File: src/rtl/watch_pkg.sv
// ---------------------------------------------------------------------------
// watch_pkg
//   Shared definitions for the watch control unit:
//   - edit-mode state encoding (legacy-compatible 2-bit constants)
//   - next_mode(): state sequence RUN -> SEC -> MIN -> HOUR -> RUN
//   - cnt_width(): counter width for a count limit (never below 1 bit)
// ---------------------------------------------------------------------------
package watch_pkg;

   localparam logic [1:0] ST_RUN       = 2'd0;
   localparam logic [1:0] ST_EDIT_SEC  = 2'd1;
   localparam logic [1:0] ST_EDIT_MIN  = 2'd2;
   localparam logic [1:0] ST_EDIT_HOUR = 2'd3;

   // The encoding is a plain 2-bit count, so advancing wraps HOUR back to RUN.
   function automatic logic [1:0] next_mode(input logic [1:0] i_state);
      return i_state + 2'd1;
   endfunction

   function automatic int cnt_width(input int i_limit);
      return (i_limit > 1) ? $clog2(i_limit) : 1;
   endfunction

endpackage

File: src/rtl/watch_cu_btn_debounce.sv
// ---------------------------------------------------------------------------
// btn_debounce
//   Conditions one raw push-button: 2-FF synchronizer, debounce counter and
//   rising-edge detect of the debounced level.
//   Ports:
//     clk      in   system clock
//     rst      in   asynchronous, active-high reset
//     i_btn    in   raw asynchronous button level
//     o_level  out  debounced level
//     o_press  out  one-cycle pulse on the rising edge of o_level
// ---------------------------------------------------------------------------
module btn_debounce
   import watch_pkg::*;
#(
   parameter int DEBOUNCE_COUNT = 100_000
) (
   input  logic clk,
   input  logic rst,
   input  logic i_btn,
   output logic o_level,
   output logic o_press
);

   localparam int              CW     = cnt_width(DEBOUNCE_COUNT);
   localparam logic [CW-1:0]   C_LAST = CW'(DEBOUNCE_COUNT - 1);

   logic          r_sync1;
   logic          r_sync2;
   logic          r_level;
   logic          r_level_d;
   logic [CW-1:0] r_cnt;

   // The counter only ever runs up to DEBOUNCE_COUNT-1: the cycle that would
   // reach DEBOUNCE_COUNT flips the level and clears it instead.
   always_ff @(posedge clk or posedge rst) begin
      if (rst) begin
         r_sync1   <= 1'b0;
         r_sync2   <= 1'b0;
         r_level   <= 1'b0;
         r_level_d <= 1'b0;
         r_cnt     <= '0;
      end else begin
         r_sync1   <= i_btn;
         r_sync2   <= r_sync1;
         r_level_d <= r_level;
         if (r_sync2 == r_level) begin
            r_cnt <= '0;
         end else if (r_cnt == C_LAST) begin
            r_cnt   <= '0;
            r_level <= r_sync2;
         end else begin
            r_cnt <= r_cnt + 1'b1;
         end
      end
   end

   assign o_level = r_level;
   assign o_press = r_level & ~r_level_d;

endmodule

File: src/rtl/watch_cu.sv
// ---------------------------------------------------------------------------
// watch_cu
//   Edit-mode control unit for the watch datapath. Debounces the mode/up/down
//   buttons, steps RUN -> EDIT_SEC -> EDIT_MIN -> EDIT_HOUR -> RUN on each mode
//   press, and issues one-cycle up/down strobes with auto-repeat while held.
//   Ports:
//     clk, rst           clock, asynchronous active-high reset
//     btn_mode           raw mode button
//     btn_up_raw         raw up button
//     btn_down_raw       raw down button
//     o_sel_sec/min/hour registered one-hot field select (all 0 in RUN)
//     o_btn_up/down      one-cycle increment / decrement strobes
//     o_edit             high in any edit state
// ---------------------------------------------------------------------------
module watch_cu
   import watch_pkg::*;
#(
   parameter int DEBOUNCE_COUNT = 100_000,
   parameter int REPEAT_DELAY   = 50_000_000,
   parameter int REPEAT_PERIOD  = 10_000_000
) (
   input  logic clk,
   input  logic rst,
   input  logic btn_mode,
   input  logic btn_up_raw,
   input  logic btn_down_raw,
   output logic o_sel_sec,
   output logic o_sel_min,
   output logic o_sel_hour,
   output logic o_btn_up,
   output logic o_btn_down,
   output logic o_edit
);

   localparam int            RW       = cnt_width((REPEAT_DELAY > REPEAT_PERIOD) ?
                                                  REPEAT_DELAY : REPEAT_PERIOD);
   localparam logic [RW-1:0] R_DLY_LAST = RW'(REPEAT_DELAY - 1);
   localparam logic [RW-1:0] R_PER_LAST = RW'(REPEAT_PERIOD - 1);

   logic w_mode_level_unused;
   logic w_mode_press;
   logic w_up_level;
   logic w_up_press;
   logic w_dn_level;
   logic w_dn_press;

   btn_debounce #(.DEBOUNCE_COUNT(DEBOUNCE_COUNT)) u_db_mode (
      .clk     (clk),
      .rst     (rst),
      .i_btn   (btn_mode),
      .o_level (w_mode_level_unused),
      .o_press (w_mode_press)
   );

   btn_debounce #(.DEBOUNCE_COUNT(DEBOUNCE_COUNT)) u_db_up (
      .clk     (clk),
      .rst     (rst),
      .i_btn   (btn_up_raw),
      .o_level (w_up_level),
      .o_press (w_up_press)
   );

   btn_debounce #(.DEBOUNCE_COUNT(DEBOUNCE_COUNT)) u_db_down (
      .clk     (clk),
      .rst     (rst),
      .i_btn   (btn_down_raw),
      .o_level (w_dn_level),
      .o_press (w_dn_press)
   );

   logic [1:0]    r_state;
   logic          r_sel_sec;
   logic          r_sel_min;
   logic          r_sel_hour;
   logic          r_up;
   logic          r_dn;
   logic          r_rep_act;    // auto-repeat armed
   logic          r_rep_dir;    // 1 = up, 0 = down
   logic          r_rep_first;  // waiting for the first (long) repeat gap
   logic [RW-1:0] r_rep_cnt;

   logic [1:0]    w_state_nxt;
   logic          w_up_nxt;
   logic          w_dn_nxt;
   logic          w_rep_act_nxt;
   logic          w_rep_dir_nxt;
   logic          w_rep_first_nxt;
   logic [RW-1:0] w_rep_cnt_nxt;
   logic          w_hold_up;
   logic          w_hold_dn;

   // Holding both buttons qualifies neither for repeat.
   assign w_hold_up = w_up_level & ~w_dn_level;
   assign w_hold_dn = w_dn_level & ~w_up_level;

   // Priority: mode press > RUN / simultaneous up+down > new press > repeat.
   // The repeat counter restarts at 0 on every strobe and is compared against
   // (gap - 1), so it never exceeds its limit while the button is held.
   always_comb begin
      w_state_nxt     = r_state;
      w_up_nxt        = 1'b0;
      w_dn_nxt        = 1'b0;
      w_rep_act_nxt   = r_rep_act;
      w_rep_dir_nxt   = r_rep_dir;
      w_rep_first_nxt = r_rep_first;
      w_rep_cnt_nxt   = r_rep_cnt;
      if (w_mode_press) begin
         w_state_nxt   = next_mode(r_state);
         w_rep_act_nxt = 1'b0;
         w_rep_cnt_nxt = '0;
      end else if ((r_state == ST_RUN) || (w_up_press && w_dn_press)) begin
         w_rep_act_nxt = 1'b0;
         w_rep_cnt_nxt = '0;
      end else if (w_up_press || w_dn_press) begin
         w_up_nxt        = w_up_press;
         w_dn_nxt        = w_dn_press;
         w_rep_act_nxt   = 1'b1;
         w_rep_dir_nxt   = w_up_press;
         w_rep_first_nxt = 1'b1;
         w_rep_cnt_nxt   = '0;
      end else if (r_rep_act) begin
         if (r_rep_dir ? w_hold_up : w_hold_dn) begin
            if (r_rep_cnt == (r_rep_first ? R_DLY_LAST : R_PER_LAST)) begin
               w_up_nxt        = r_rep_dir;
               w_dn_nxt        = ~r_rep_dir;
               w_rep_first_nxt = 1'b0;
               w_rep_cnt_nxt   = '0;
            end else begin
               w_rep_cnt_nxt = r_rep_cnt + 1'b1;
            end
         end else begin
            w_rep_act_nxt = 1'b0;
            w_rep_cnt_nxt = '0;
         end
      end
   end

   always_ff @(posedge clk or posedge rst) begin
      if (rst) begin
         r_state     <= ST_RUN;
         r_sel_sec   <= 1'b0;
         r_sel_min   <= 1'b0;
         r_sel_hour  <= 1'b0;
         r_up        <= 1'b0;
         r_dn        <= 1'b0;
         r_rep_act   <= 1'b0;
         r_rep_dir   <= 1'b0;
         r_rep_first <= 1'b0;
         r_rep_cnt   <= '0;
      end else begin
         r_state     <= w_state_nxt;
         // Decoded from the next state so selects move on the strobe cycle.
         r_sel_sec   <= (w_state_nxt == ST_EDIT_SEC);
         r_sel_min   <= (w_state_nxt == ST_EDIT_MIN);
         r_sel_hour  <= (w_state_nxt == ST_EDIT_HOUR);
         r_up        <= w_up_nxt;
         r_dn        <= w_dn_nxt;
         r_rep_act   <= w_rep_act_nxt;
         r_rep_dir   <= w_rep_dir_nxt;
         r_rep_first <= w_rep_first_nxt;
         r_rep_cnt   <= w_rep_cnt_nxt;
      end
   end

   assign o_sel_sec  = r_sel_sec;
   assign o_sel_min  = r_sel_min;
   assign o_sel_hour = r_sel_hour;
   assign o_btn_up   = r_up;
   assign o_btn_down = r_dn;
   assign o_edit     = r_sel_sec | r_sel_min | r_sel_hour;

endmodule

File: config.mk
export PLATFORM = sky130hd
export DESIGN_NAME = watch_cu
export DESIGN_NICKNAME = d
export VERILOG_FILES = /design/src/rtl/watch_pkg.sv /design/src/rtl/watch_cu_btn_debounce.sv /design/src/rtl/watch_cu.sv
export SDC_FILE = /design/constraint.sdc
export NUM_CORES = 1
export LEC_CHECK = 0
export BUFFER_PORTS_ARGS = -buffer_cell sky130_fd_sc_hd__buf_2
export CAP_MARGIN = 20
export CELL_PAD_IN_SITES_DETAIL_PLACEMENT = 0
export CELL_PAD_IN_SITES_GLOBAL_PLACEMENT = 2
export CORE_ASPECT_RATIO = 2
export CORE_MARGIN = 8
export CORE_UTILIZATION = 37
export DETAILED_ROUTE_END_ITERATION = 8
export PLACE_DENSITY = 0.78
export SYNTH_ARGS = -nofsm -noshare
export SYNTH_HDL_FRONTEND = slang
export SYNTH_SLANG_ARGS = --single-unit
export TNS_END_PERCENT = 1
File: constraint.sdc
create_clock -name clk -period 2.9 [get_ports clk]
set_input_delay 0.29 -clock clk [delete_from_list [all_inputs] [get_ports clk]]
set_output_delay 0.29 -clock clk [all_outputs]
set_load 0.03 [all_outputs]
==> impl_metrics.ini <==
[setup_path]
cp_max_fo = 9
r2r_slack_ps = 590
cp-start-kind = flop
cp.arrival_ps = 2580
endpoint_kind = flop
crit_chain = ha_1 -> nand4_1 -> nor3b_1 -> o2111ai_1 -> buf_4 -> or4_1 -> a21oi_1
crit_buf_inv = 1
crit_family = simple AND/OR/NAND/NOR gates
criticalPathCategory = reg -> reg
cp_slowest_cell = dfrtp_1
cp_data_required_time_ps = 3170
cpPeakStageDelay_ps = 410

[detailed_routing]
dr.first_iter.drc_count = 138
route.detailed.drc = 0
route.antenna.remaining_nets = 0
drt-pass1-iter-count = 4
wl_per_cell_microns = 15.7
avgViaCountPerCell = 5.37
vias = 3509
finalWirelength_mm = 10.3

[floorplanning]
dieArea_sq_um = 17300
rows = 59
start_util_pct = 37.6
core_sq_um = 12900
io_pins = 11
die_w_microns = 97.0
die_height_microns = 178

[clock_network]
cts_buffers = 9
clk_pin_slew_ps = 70
cts_tree = built
clk_latency_ps = 340
root_buffer = clkbuf_16
holdBufCountCts = 0
h-tree-depth = 3
clock_path_buffers = 2
postCtsSetupRepairBufs = 0
cts_resized = 0
cts_sinks = 99

[place]
hpwl_mm = 7.24
place_inst = 639
io_buffers = 10
routabilityCongestion = 0.795

[finish]
synthToLayoutAreaGrowth_pct = 11.6
final_layout_size_suffix_gt1_share_pct = 9.76
fin_cells = 654
n_antenna_cell = 0
nNetsFinal = 508

[synthesis]
yosys_warnings = 0
yosys-top-cells-count = dfrtp_1 (99), nor2_1 (89), xnor2_1 (34), xor2_1 (34), nand2_1 (30)
synth_top_area_cell = dfrtp_1
synth_area_sq_um = 4860
synth_edf_count = 0
yosysMostFrequentCell = dfrtp_1
post-synth-top-area-fraction_pct = 51.0
avgSynthCellArea_sq_um = 10.0
ys_types = 50
synth_ff_type = dfrtp_1
synth_nets = 494
ys_ff_latch = 99
synth.area.top_cells = dfrtp_1 (51%), nor2_1 (6.9%), xnor2_1 (6.1%)
async_flop_share_pct = 100
syn_inst = 484
synth.yosys.seq_area_share_pct = 51.0

[sta]
fin_tns_setup_ps = 0
timing.final.crit_share_pct = 79.6
drv_slew = 0
finClkSkew_ps = 7.47
hold_slack_ps = 35.1
tightestPinTransition_ps = 658
maxSlewHeadroom_pct = 56.1
setup_viol = 0
finalCriticalPeriod_ps = 2310
rsz0062_at_grt = no
finalHoldViolCount = 0
max_freq_mhz = 433

[global_routing]
met2_usage_pct = 24.4
grt_busiest_layer = met2
grtUsageMet3_pct = 2.44
grt_overflow = 0
grt_max_degree = 52
antenna_found_initial = 0
grt_usage_pct = 12.5
grt_pass1_wl_mm = 17.7
grt_pass1_vias = 3766
use_met1_pct = 12.3

[hold_path]
holdCritPathClass = in -> async

[power_and_ir_drop]
ir_worst_vdd_v = 0.000290
finalPower_mw = 2.76
cellLeakagePower_nw = 2.22
powerDensity_nw_per_um2 = 509

[outcome]
status = finished clean

[run]
cap_violations = 0
==> flip-flops by register name, indices dropped and copies added, names as in the netlist, 2 cells and up <==
signal	count
u_db_mode.r_cnt	17
u_db_down.r_cnt	17
u_db_up.r_cnt	17
r_state	2
r_rep_cnt	26
==> power breakdown <==
part | internal (mW) | total, mW | leakage (nW) | switching, mW
Clock | 0.758 | 1.29 | 0.153 | 0.529
Combinational | 0.0162 | 0.0657 | 0.706 | 0.0494
Sequential | 1.39 | 1.41 | 1.36 | 0.0121
Total | 2.17 | 2.76 | 2.22 | 0.590
==> cells in the final DEF, fill, tap and decap left out, drive strengths merged, types with 5 or more instances in the layout <==
| master | instances |
|---|---|
| a2111oi | 7 |
| a211oi | 8 |
| a21oi | 5 |
| and3 | 6 |
| and4 | 8 |
| buf | 19 |
| clkbuf | 10 |
| dfrtp | 99 |
| ha | 5 |
| inv | 16 |
| nand2 | 30 |
| nand2b | 5 |
| nand3 | 25 |
| nand4 | 18 |
| nand4bb | 5 |
| nor2 | 90 |
| nor3 | 11 |
| nor4 | 7 |
| o21ai | 6 |
| or2 | 5 |
| or3 | 5 |
| xnor2 | 34 |
| xor2 | 34 |
==> routing by layer <==
metal / share of wire [%] / up-vias
li1: - / 1697
met1: 39 / 1762
met4: 2.2 / 0
met5: 0 / -
met3: 1.9 / 17
met2: 57 / 33
==> worst register-to-register path, delay by kind of cell (launching register included) <==
kind,cells,cell delay (ps)
buf+inv,1,270
flops,1,410
compound gates,2,440
simple gates,3,880
fa+ha+maj,1,230
==> final timing paths <==
check / startpoint / to / cells after the start
min: rst / u_db_down.r_sync1$_DFF_PP0_ / 2
max: r_rep_cnt[0]$_DFFE_PP0P_ / o_btn_up$_DFF_PP0_ / 7
min reg2reg: u_db_up.r_sync1$_DFF_PP0_ / u_db_up.r_sync2$_DFF_PP0_ / 0
max reg2reg: r_rep_cnt[0]$_DFFE_PP0P_ / o_btn_up$_DFF_PP0_ / 7
min in group clk: btn_down_raw / u_db_down.r_sync1$_DFF_PP0_ / 1
max in group asynchronous: rst / r_rep_cnt[24]$_DFFE_PP0P_ / 3
==> layout make-up <==
cell class | count | area, sq um
Clock inverter | 5 | 86.3
Timing Repair Buffer | 19 | 130
Multi-Input combinational cell | 354 | 2250
Fill cell | 1252 | 7500
Inverter | 15 | 58.8
Tap cell | 152 | 190
Sequential cell | 99 | 2480
Clock buffer | 10 | 229
==> cell families after synthesis <==
family / share of synthesized area (%)
buffers and inverters: 2.73
flip-flops: 51.0
XOR/XNOR: 12.3
AO/OA/AOI/OAI: 6.08
multiplexers: 1.31
AND/OR/NAND/NOR: 25.3
adder cells (fa/ha/maj): 1.29
==> stage by stage <==
stage / instance area, sq um / worst slack (ps) / utilization [%]
after global placement: 5100 / 592 / 39.5
after floorplan: 4860 / 19.6 / -
after global routing: 5420 / 328 / 41.9
after detailed placement: 5100 / 607 / 39.5
final: 5420 / 590 / 41.9
after CTS: 5420 / 576 / 41.9
Note: power is estimated with default switching activity, not from simulation.
